### src/rtl/alu.svh
// Shared ALU op-code constants; ALU_OR is only decoded when ALU_OR_EN is defined.
`ifndef ALU_SVH
`define ALU_SVH

`define ALU_AND 3'b000
`define ALU_ADD 3'b001
`define ALU_SUB 3'b010
`define ALU_SLT 3'b011
`define ALU_SRL 3'b100
`define ALU_SLL 3'b101
`define ALU_SRA 3'b110
`define ALU_OR  3'b111

`endif

### src/rtl/alu.sv
// Registered 32-bit integer ALU with equal/overflow/zero flags and one cycle of latency.
// Build option: define ALU_OR_EN to decode op 3'b111 as OR instead of returning zero.
`include "alu.svh"

module alu #(
  parameter int WIDTH = 32
) (
  input  logic             clk,
  input  logic             rst_n,
  input  logic [WIDTH-1:0] x,
  input  logic [WIDTH-1:0] y,
  input  logic [2:0]       op,
  output logic [WIDTH-1:0] z,
  output logic             equal,
  output logic             overflow,
  output logic             zero
);

  localparam int SHW = $clog2(WIDTH);

  logic [WIDTH-1:0] sum;
  logic [WIDTH-1:0] diff;
  logic [SHW-1:0]   shamt;
  logic [WIDTH-1:0] z_next;
  logic             overflow_next;

  assign sum   = x + y;
  assign diff  = x - y;
  assign shamt = y[SHW-1:0];

  // NOTE: defaults are assigned first so every path through the case drives
  // every output; otherwise synthesis infers latches for the missing paths.
  always_comb begin
    z_next        = '0;
    overflow_next = 1'b0;
    case (op)
      `ALU_AND: z_next = x & y;
      `ALU_ADD: begin
        z_next        = sum;
        overflow_next = (x[WIDTH-1] == y[WIDTH-1]) && (sum[WIDTH-1] != x[WIDTH-1]);
      end
      `ALU_SUB: begin
        z_next        = diff;
        overflow_next = (x[WIDTH-1] != y[WIDTH-1]) && (diff[WIDTH-1] != x[WIDTH-1]);
      end
      // A signed compare stays correct where the sign of x - y would be wrong.
      `ALU_SLT: z_next = {{(WIDTH-1){1'b0}}, ($signed(x) < $signed(y))};
      `ALU_SRL: z_next = x >> shamt;
      `ALU_SLL: z_next = x << shamt;
      `ALU_SRA: z_next = $signed(x) >>> shamt;
`ifdef ALU_OR_EN
      `ALU_OR:  z_next = x | y;
`endif
      default:  z_next = '0;
    endcase
  end

  // NOTE: registers use non-blocking assignments so every flop samples the
  // pre-edge values regardless of statement order.
  always_ff @(posedge clk or negedge rst_n) begin
    if (!rst_n) begin
      z        <= '0;
      equal    <= 1'b0;
      overflow <= 1'b0;
      zero     <= 1'b1;
    end else begin
      z        <= z_next;
      equal    <= (x == y);
      overflow <= overflow_next;
      zero     <= (z_next == '0);
    end
  end

endmodule

### config.mk
export PLATFORM = sky130hd
export DESIGN_NAME = alu
export DESIGN_NICKNAME = d
export VERILOG_FILES = /design/src/rtl/alu.sv
export VERILOG_INCLUDE_DIRS = /design/src /design/src/rtl
export SDC_FILE = /design/constraint.sdc
export NUM_CORES = 1
export LEC_CHECK = 0
export CAP_MARGIN = 20
export CORE_MARGIN = 3
export CORE_UTILIZATION = 54
export DETAILED_ROUTE_END_ITERATION = 12
export GPL_TIMING_DRIVEN = 0
export PLACE_DENSITY = 0.8
export RECOVER_POWER = 100
export SLEW_MARGIN = 0
export SYNTH_ARGS = -nofsm -noshare
export SYNTH_HDL_FRONTEND = slang
export SYNTH_SLANG_ARGS = --single-unit
### constraint.sdc
create_clock -name clk -period 0.8 [get_ports clk]
set_input_delay 0.16 -clock clk [delete_from_list [all_inputs] [get_ports clk]]
set_output_delay 0.16 -clock clk [all_outputs]
set_load 0.01 [all_outputs]
==> results of run 1 <==
[layer usage]
metal / track usage / GRT overflow
met5: 0.218 / 0
met2: 0.935 / 75
met4: 0.791 / 69
met3: 0.655 / 0
met1: 0.790 / 0
[repair_timing]
action	CTS
setup buffers	117
endpoints found under the setup margin	70
endpoints found under the hold margin	0
cloned	3
pin swaps	91
resized for setup	759
[per-stage QoR]
stage / instances / setup TNS [ns] / utilization / hold WS, ns
4_1_cts: 1779 / -63.87 / 0.812 / 0.00194
3_5_place_dp: 1657 / -111.44 / 0.660 / 0.305
3_3_place_gp: 1657 / -150.97 / 0.660 / 0.959
2_1_floorplan: 1329 / -55.83 / - / -0.136
[kinds of logic after synthesis]
group           count (synthesis)
compound gates                429
xor+xnor                        9
fa+ha+maj                      67
buf+inv                       182
flops                          35
mux                           146
simple gates                  461
==> metrics.md, run 1 <==
| Metric | Value |
|---|---|
| Status | aborted with a tool error |
| Exit stage | 5_1_grt |
| Tool error | [ERROR GRT-0232] Routing congestion too high. Check the congestion heatmap in the GUI. |
| Die height | 141 microns |
| Max clock buf depth | 2 |
| Hold_buf cts | 0 |
| CTS Sinks | 35 |
| Async S/R FF share, synth | 1.00 |
| EDFF count, synth | 0 |
| Io pins | 104 |
| Syn Area/Cell | 7.40 sq um |
| Largest family of logic cells by synthesized area | compound AO/OA/AOI/OAI gates |
| Yosys cell types | 81 |
| Mapped Area | 0.00983 sq mm |
| CTS H-tree depth | 2 |
| CTS buffer count | 5 |
| Post-GRT worst EP | zero$_DFF_PN1_/D |
| Synth Register Bits | 35 |
| Placed Instance Area | 0.0116 sq mm |
| Post-synthesis cell count | 1329 |
| Die width | 141 microns |
| Synth area leader | mux4_2 |
| Total gr overflow | 144 |
| Synth Net Count | 1465 |
| Clock root cell | clkbuf_16 |
| Top post-synthesis cells by count | nand2_1, nor2_1, a21oi_1 |
| Type of pin the worst path ends at | sequential cell input |
| I/O Buffers | 103 |
| Synth area leaders | mux4_2, dfrtp_1, ha_1 |
| Post-synthesis sequential area ratio | 0.0892 |
| Initial cell density of the core | 0.561 |
| Simple-gate share of the synthesized area | 0.229 |
| Post-Synth XOR/XNOR Area | 0.00802 |
| Synth Area in Compound Gates | 0.296 |
| Synth top area share | 0.110 |
| Mux contribution to synthesized area | 0.216 |
| Largest net degree at the start of global routing | 36 |
| Routability-driven placement congestion ratio | 1.21 |
| HPWL after DPL | 39.8 mm |
| Count leader, synth | nand2_1 |
| Adder-Cell Fraction of Synth Area | 0.0868 |
| Post-place setup slack | -4.40 ns |
| Gr usage total | 0.787 |
| Synth Flop Type | dfrtp_1 |
| YS warnings | 0 |
| Row count | 48 |
==> run 2, diff against run 1 <==
Settings changed: CORE_UTILIZATION 54 to 40, PLACE_DENSITY 0.8 to default, PLACE_DENSITY_LB_ADDON from default to 0.15.
Clock period 0.8 ns to 1.04 ns, I/O delays scaled along.
==> metrics.md, run 2 <==
| Metric | Value |
|---|---|
| Status | complete, but fails checks |
| Violated checks | setup timing |
| Routed length per instance | 32.2 microns |
| Via count | 14.0k |
| Diodes inserted | 0 |
| Final setup fails | 36 |
| CP delay by family, top | simple AND/OR/NAND/NOR gates |
| DP Cell Count | 1752 (+5.7%) |
| Max-cap violations | 0 |
| Synth Flop Type | dfrtp_1 |
| Routed Antenna Nets | 0 |
| I/O Buffers | 103 (unchanged) |
| Post-synthesis cell count | 1329 (unchanged) |
| Drt pass-1 iters | 8 |
| Final Hold Fails | 0 |
| Async S/R FF share, synth | 1.00 (unchanged) |
| Critical path type | input port to flop |
| Post-layout min period | 3.88 ns |
| Synth Net Count | 1465 (unchanged) |
| Post-synthesis sequential area ratio | 0.0892 (unchanged) |
| Die ar. | 0.0265 sq mm |
| Slew at the pin closest to its max-slew limit | 0.986 ns |
| Hold_buf cts | 0 (unchanged) |
| Clock root cell | clkbuf_16 |
| Period utilization | 3.73 |
| Multi-input logic area | 0.0104 sq mm |
| Slowest stage cell on the critical path | or4_4 |
| Relative slew margins | 0.343 |
| CP Buf/Inv Count | 7 |
| CP Capture Type | flop |
| Final-layout fill cell count | 1892 |
| Count leader, synth | nand2_1 |
| HPWL after DPL | 44.8 mm (+13%) |
| Crit-path max cell delay | 0.51 ns |
| Top post-synthesis cells by count | nand2_1, nor2_1, a21oi_1 |
| Worst-path clk slew | 0.07 ns |
| Gr usage total | 0.458 |
| Setup WS post-layout | -2.84 ns |
| DR WL met3 | 7.71 mm |
| Most flops, register | z |
| 1st-iter DRT viols | 1806 |
| Highest Signal Layer | met4 |
| CTS tree | built |
| Routability-driven placement congestion ratio | 1.07 (-11%) |
| Register Area | 877 sq um |
| EDFF count, synth | 0 (unchanged) |
| Max reg flops | 32 |
| Die height | 163 microns (+16%) |
| DR WL met2 | 26.8 mm |
| Hold WC Path Type | input port to asynchronous set/reset pin |
| Synth area leaders | mux4_2, dfrtp_1, ha_1 |
| First-pass GRT wire length | 90.4 mm |
| Initial cell density of the core | 0.413 (-0.148) |
| Total gr overflow | 0 |
| Io pins | 104 (unchanged) |
| CP startpoint kind | input port |
| Synth area leader | mux4_2 |
| RSZ-0062 raised after global routing | yes |
| CTS H-tree depth | 2 (unchanged) |
| Synth Register Bits | 35 (unchanged) |
| Yosys cell types | 81 (unchanged) |
| CTS buffer count | 5 (unchanged) |
| Share of layout cells above drive strength 1 | 0.470 |
| PwrDens | 806 mW/mm^2 |
| Die width | 163 microns (+16%) |
| Worst path arrival time | 4.09 ns |
| Core area | 0.0238 sq mm |
| CP Data Required Time | 1.26 ns |
| Synth top area share | 0.110 (unchanged) |
| Worst vdd ir | 683 uV |
| Most used cell, CP | buf_12 |
| Most frequent cells in the layout | buf_4, nand2_1, nor2_1 |
| Largest net degree at the start of global routing | 36 |
| Final total power | 12.8 mW |
| CP cell instances | buf_8, buf_12, buf_12, buf_12, inv_12, buf_12, ha_4, nand2b_4, a2111o_1, buf_6, a21oi_4, a21oi_2, mux2i_1, a2111o_1, or4_4, nor4_4, nand4b_1, or3_4, nor4_2 |
| YS warnings | 0 (unchanged) |
| Max clock buf depth | 2 (unchanged) |
| Mapped Area | 0.00983 sq mm (unchanged) |
| Row count | 56 (+17%) |
| Post-layout nets | 1770 |
| Slew Viols, Final | 0 |
| Initial antenna violation count | 0 |
| DRC Markers | 0 |
| CTS Sinks | 35 (unchanged) |
| Commonest non-fill, non-tap cell in the layout | buf_4 |
| Syn Area/Cell | 7.40 sq um (unchanged) |
| Number of global-route vias before repair | 13.6k |
| Final cell count without fillers | 1954 |
| Total routed wirelength | 62.8 mm |
| Vias per cell | 7.19 |
| Area growth from synthesis to layout | 61.6% |
| Crit-path max FO | 4 |
| Static leakage | 6.35 nW |
| Fmax | 258 MHz |
| Met1 wire length | 22.2 mm |
==> run 2: metal layers <==
layer,vias to the layer above,global-route usage
met5,-,0
met4,0,0.336
met3,413,0.110
met2,1275,0.705
met1,6645,0.554
li1,5713,-
==> run 2: per-stage QoR <==
step	setup TNS (ns)	setup WS (ns)	hold slack (ns)	area, sq um	util
3_3_place_gp	-139.08	-4.38	1.01	11700	0.491
4_1_cts	-53.87	-2.81	0.0428	15400	0.647
3_5_place_dp	-100.43	-4.31	0.352	11700	0.491
2_1_floorplan	-49.11	-2.67	-0.0876	10300	-
5_1_grt	-57.35	-2.91	0.140	15900	0.667
6_report	-55.96	-2.84	0.0714	15900	0.667
==> run 2: path summary, 6_finish.rpt <==
path / from / end / slack (ns) / cells after the start
worst max-delay path: y[1] / zero / -2.84 / 19
min in group clk: y[14] / z[14] / 0.47 / 4
worst min-delay path: rst_n / z[7] / 0.07 / 1
max in group asynchronous: rst_n / z[27] / 0.35 / 1
==> run 2: final cells by class <==
cell class | count | area share
sequential | 35 | 0.0552
multi-input combinational | 1112 | 0.652
buffer | 106 | 0.0800
inverter | 68 | 0.0186
timing repair buffer | 306 | 0.160
clock buffer | 5 | 0.00787
clock inverter | 3 | 0.000945
tap | 319 | 0.0251
==> run 2: where the power goes <==
part / switching (mW) / internal, mW / total [mW] / leakage, nW
Sequential: 0.0455 / 1.56 / 1.61 / 0.432
Combinational: 5.52 / 4.12 / 9.65 / 5.84
Clock: 0.673 / 0.877 / 1.55 / 0.0733
Total: 6.24 / 6.56 / 12.8 / 6.35
==> run 2: timing repair <==
action | CTS | global route
setup endpoints to repair | 70 | 36
gates cloned | 5 | 0
buffers inserted | 181 | 42
resized for setup | 872 | 113
pin swaps | 118 | 82
==> run 2: cell families (layout without fill, tap and decap cells) <==
| group | Yosys count | in the layout | share of synthesized area |
|---|---|---|---|
| XOR/XNOR | 9 | 9 | 0.00802 |
| buffers and inverters | 182 | 488 | 0.0755 |
| flip-flops | 35 | 35 | 0.0892 |
| AND/OR/NAND/NOR | 461 | 461 | 0.229 |
| multiplexers | 146 | 146 | 0.216 |
| AO/OA/AOI/OAI | 429 | 429 | 0.296 |
| adder cells (fa/ha/maj) | 67 | 67 | 0.0868 |
Note: power is estimated with default switching activity, not from simulation.
==> run 3, diff against run 2 <==
Settings changed: CORE_UTILIZATION 40 to 35, CTS_CLUSTER_DIAMETER from default to 100.
==> metrics.md, run 3 (synthesis results as in run 2) <==
| Metric | Value |
|---|---|
| Status | complete, but fails checks |
| Violated checks | setup timing |
| Sw frac | 0.471 (-0.0169) |
| Io pins | 104 (unchanged) |
| P_sw | 6.27 mW (+0.46%) |
| Final Hold Fails | 0 (unchanged) |
| Fmax | 262 MHz (+1.7%) |
| Hold WC Path Type | input port to asynchronous set/reset pin |
| CP startpoint kind | input port |
| Final hold slack | 0.0493 ns (-0.0221 ns) |
| Slew Viols, Final | 0 (unchanged) |
| Initial cell density of the core | 0.361 (-0.0519) |
| Post-layout nets | 1776 (+0.34%) |
| DP Cell Count | 1806 (+3.1%) |
| Diodes inserted | 0 (unchanged) |
| Crit-path max FO | 7 (+3) |
| Max clock buf depth | 2 (unchanged) |
| Routed Antenna Nets | 0 (unchanged) |
| Max reg flops | 32 (unchanged) |
| Max-cap violations | 0 (unchanged) |
| Core area | 0.0273 sq mm (+14%) |
| Clk network pwr share | 0.155 (+0.034) |
| Final cell count without fillers | 2013 (+3.0%) |
| CP Data Required Time | 1.26 ns (about the same) |
| Routed length per instance | 32.2 microns (about the same) |
| Setup WS post-layout | -2.77 ns (+0.0665 ns) |
| Routability-driven placement congestion ratio | 1.03 (-4.0%) |
| Final Instance Area | 0.0159 sq mm (+0.11%) |
| Most used cell, CP | clkbuf_16 |
| Largest net degree at the start of global routing | 36 (unchanged) |
| Area growth from synthesis to layout | 61.8% |
| Worst path arrival time | 4.03 ns (-0.06 ns) |
| Crit-path max cell delay | 0.60 ns (+0.09 ns) |
| Row count | 60 (+7.1%) |
| Via count | 13.8k (-2.0%) |
| CTS H-tree depth | 2 (unchanged) |
| I/O Buffers | 103 (unchanged) |
| CP Capture Type | flop |
| Worst vdd ir | 703 uV (+2.9%) |
| Sequential share of power | 0.121 (-0.004) |
| Placed Instance Area | 0.0118 sq mm (+0.61%) |
| CTS tree | built |
| Most flops, register | z |
| First-pass GRT wire length | 92.8 mm (+2.6%) |
| CP cell instances | buf_8, clkbuf_16, clkinv_8, clkbuf_16, clkbuf_16, buf_12, ha_4, nor2_4, a211oi_4, o22ai_4, a221o_1, a221o_1, or4bb_4, nor4_4, nand4b_1, or3_4, nor4_4 |
| 1st-iter DRT viols | 1724 (-4.5%) |
| HPWL after DPL | 47.3 mm (+5.6%) |
| DRC Markers | 0 (unchanged) |
| Gr usage total | 0.409 (-0.0482) |
| Die width | 174 microns (+6.6%) |
| CP delay by family, top | simple AND/OR/NAND/NOR gates |
| RSZ-0062 raised after global routing | yes |
| Hold_buf cts | 0 (unchanged) |
| Post-layout min period | 3.81 ns (-0.0665 ns) |
| Power share of the combinational group | 0.725 (-0.028) |
| PwrDens | 837 mW/mm^2 (+4.0%) |
| Initial antenna violation count | 0 (unchanged) |
| Die height | 174 microns (+6.6%) |
| Most frequent cells in the layout | buf_4, nand2_1, nor2_1 |
| Total routed wirelength | 64.8 mm (+3.1%) |
| Static leakage | 6.39 nW (+0.63%) |
| Slew at the pin closest to its max-slew limit | 0.938 ns (-0.0485 ns) |
| Worst-path clk slew | 0.07 ns (about the same) |
| Total gr overflow | 0 (unchanged) |
| Clock root cell | clkbuf_16 |
| Share of layout cells above drive strength 1 | 0.464 (-0.00599) |
| Vias per cell | 6.84 (-4.8%) |
| Number of global-route vias before repair | 13.4k (-1.3%) |
| CP Buf/Inv Count | 6 (-1) |
| P_int | 7.05 mW (+7.5%) |
| CTS Sinks | 35 (unchanged) |
| Drt pass-1 iters | 6 (-2) |
| Slowest stage cell on the critical path | or4bb_4 |
| Period utilization | 3.67 (-0.0640) |
| Commonest non-fill, non-tap cell in the layout | buf_4 |
| Relative slew margins | 0.375 (+0.0323) |
| Critical path type | input port to flop |
| Final setup fails | 36 (unchanged) |
| Die ar. | 0.0301 sq mm (+14%) |
| CTS buffer count | 5 (unchanged) |
run 3: layout make-up:
type                    count  area, sq um
flip-flops and latches     35          877
clock inverters             3         67.6
fillers                  2419        11300
repair buffers            313         2550
multi-input cells        1112        10300
clock buffers               5          125
plain buffers             105         1210
well taps                 372          465
inverters                  68          300
run 3: final timing paths:
check	start	endpoint	slack, ns	cells past startpoint
min in group clk	y[14]	z[14]	0.56	4
max in group asynchronous	rst_n	z[30]	0.41	1
min	rst_n	z[7]	0.05	1
max	y[3]	zero	-2.77	17
run 3: layer usage:
layer  vias up  share of wire  GRT usage
li1       5739              -          -
met1      6661           0.37      0.503
met2      1055           0.44      0.661
met3       315           0.10     0.0734
met4         0          0.088      0.262
met5         -              0          0
run 3: repair_timing:
item,CTS,global route
setup endpoints to repair,70,36
resized for setup,835,138
gates cloned,3,0
pin swaps,115,69
setup buffers,145,66
run 3: per-stage QoR:
step,power [mW],worst slack (ns),setup TNS [ns],util
6_report,13.3,-2.77,-57.11,0.584
5_1_grt,13.7,-2.88,-58.67,0.584
4_1_cts,12.3,-2.90,-53.44,0.550
3_5_place_dp,8.38,-4.69,-104.69,0.432
3_3_place_gp,8.41,-4.75,-145.09,0.431
2_1_floorplan,5.65,-2.67,-49.11,-
run 3: power by group through the flow:
stage                     combinational (mW)  sequential (mW)  clock, mW
after floorplan                         3.90             1.75          0
after global placement                  6.78             1.63          0
after detailed placement                6.74             1.63          0
after CTS                               8.67             1.60       2.08
after global routing                    10.0             1.63       2.11
final                                   9.65             1.61       2.06
==> run 4, diff against run 3 <==
Settings changed: SLEW_MARGIN 0 to default.
==> results of run 4 <==
The final DEF is identical to that of run 3; final timing and power are the same.
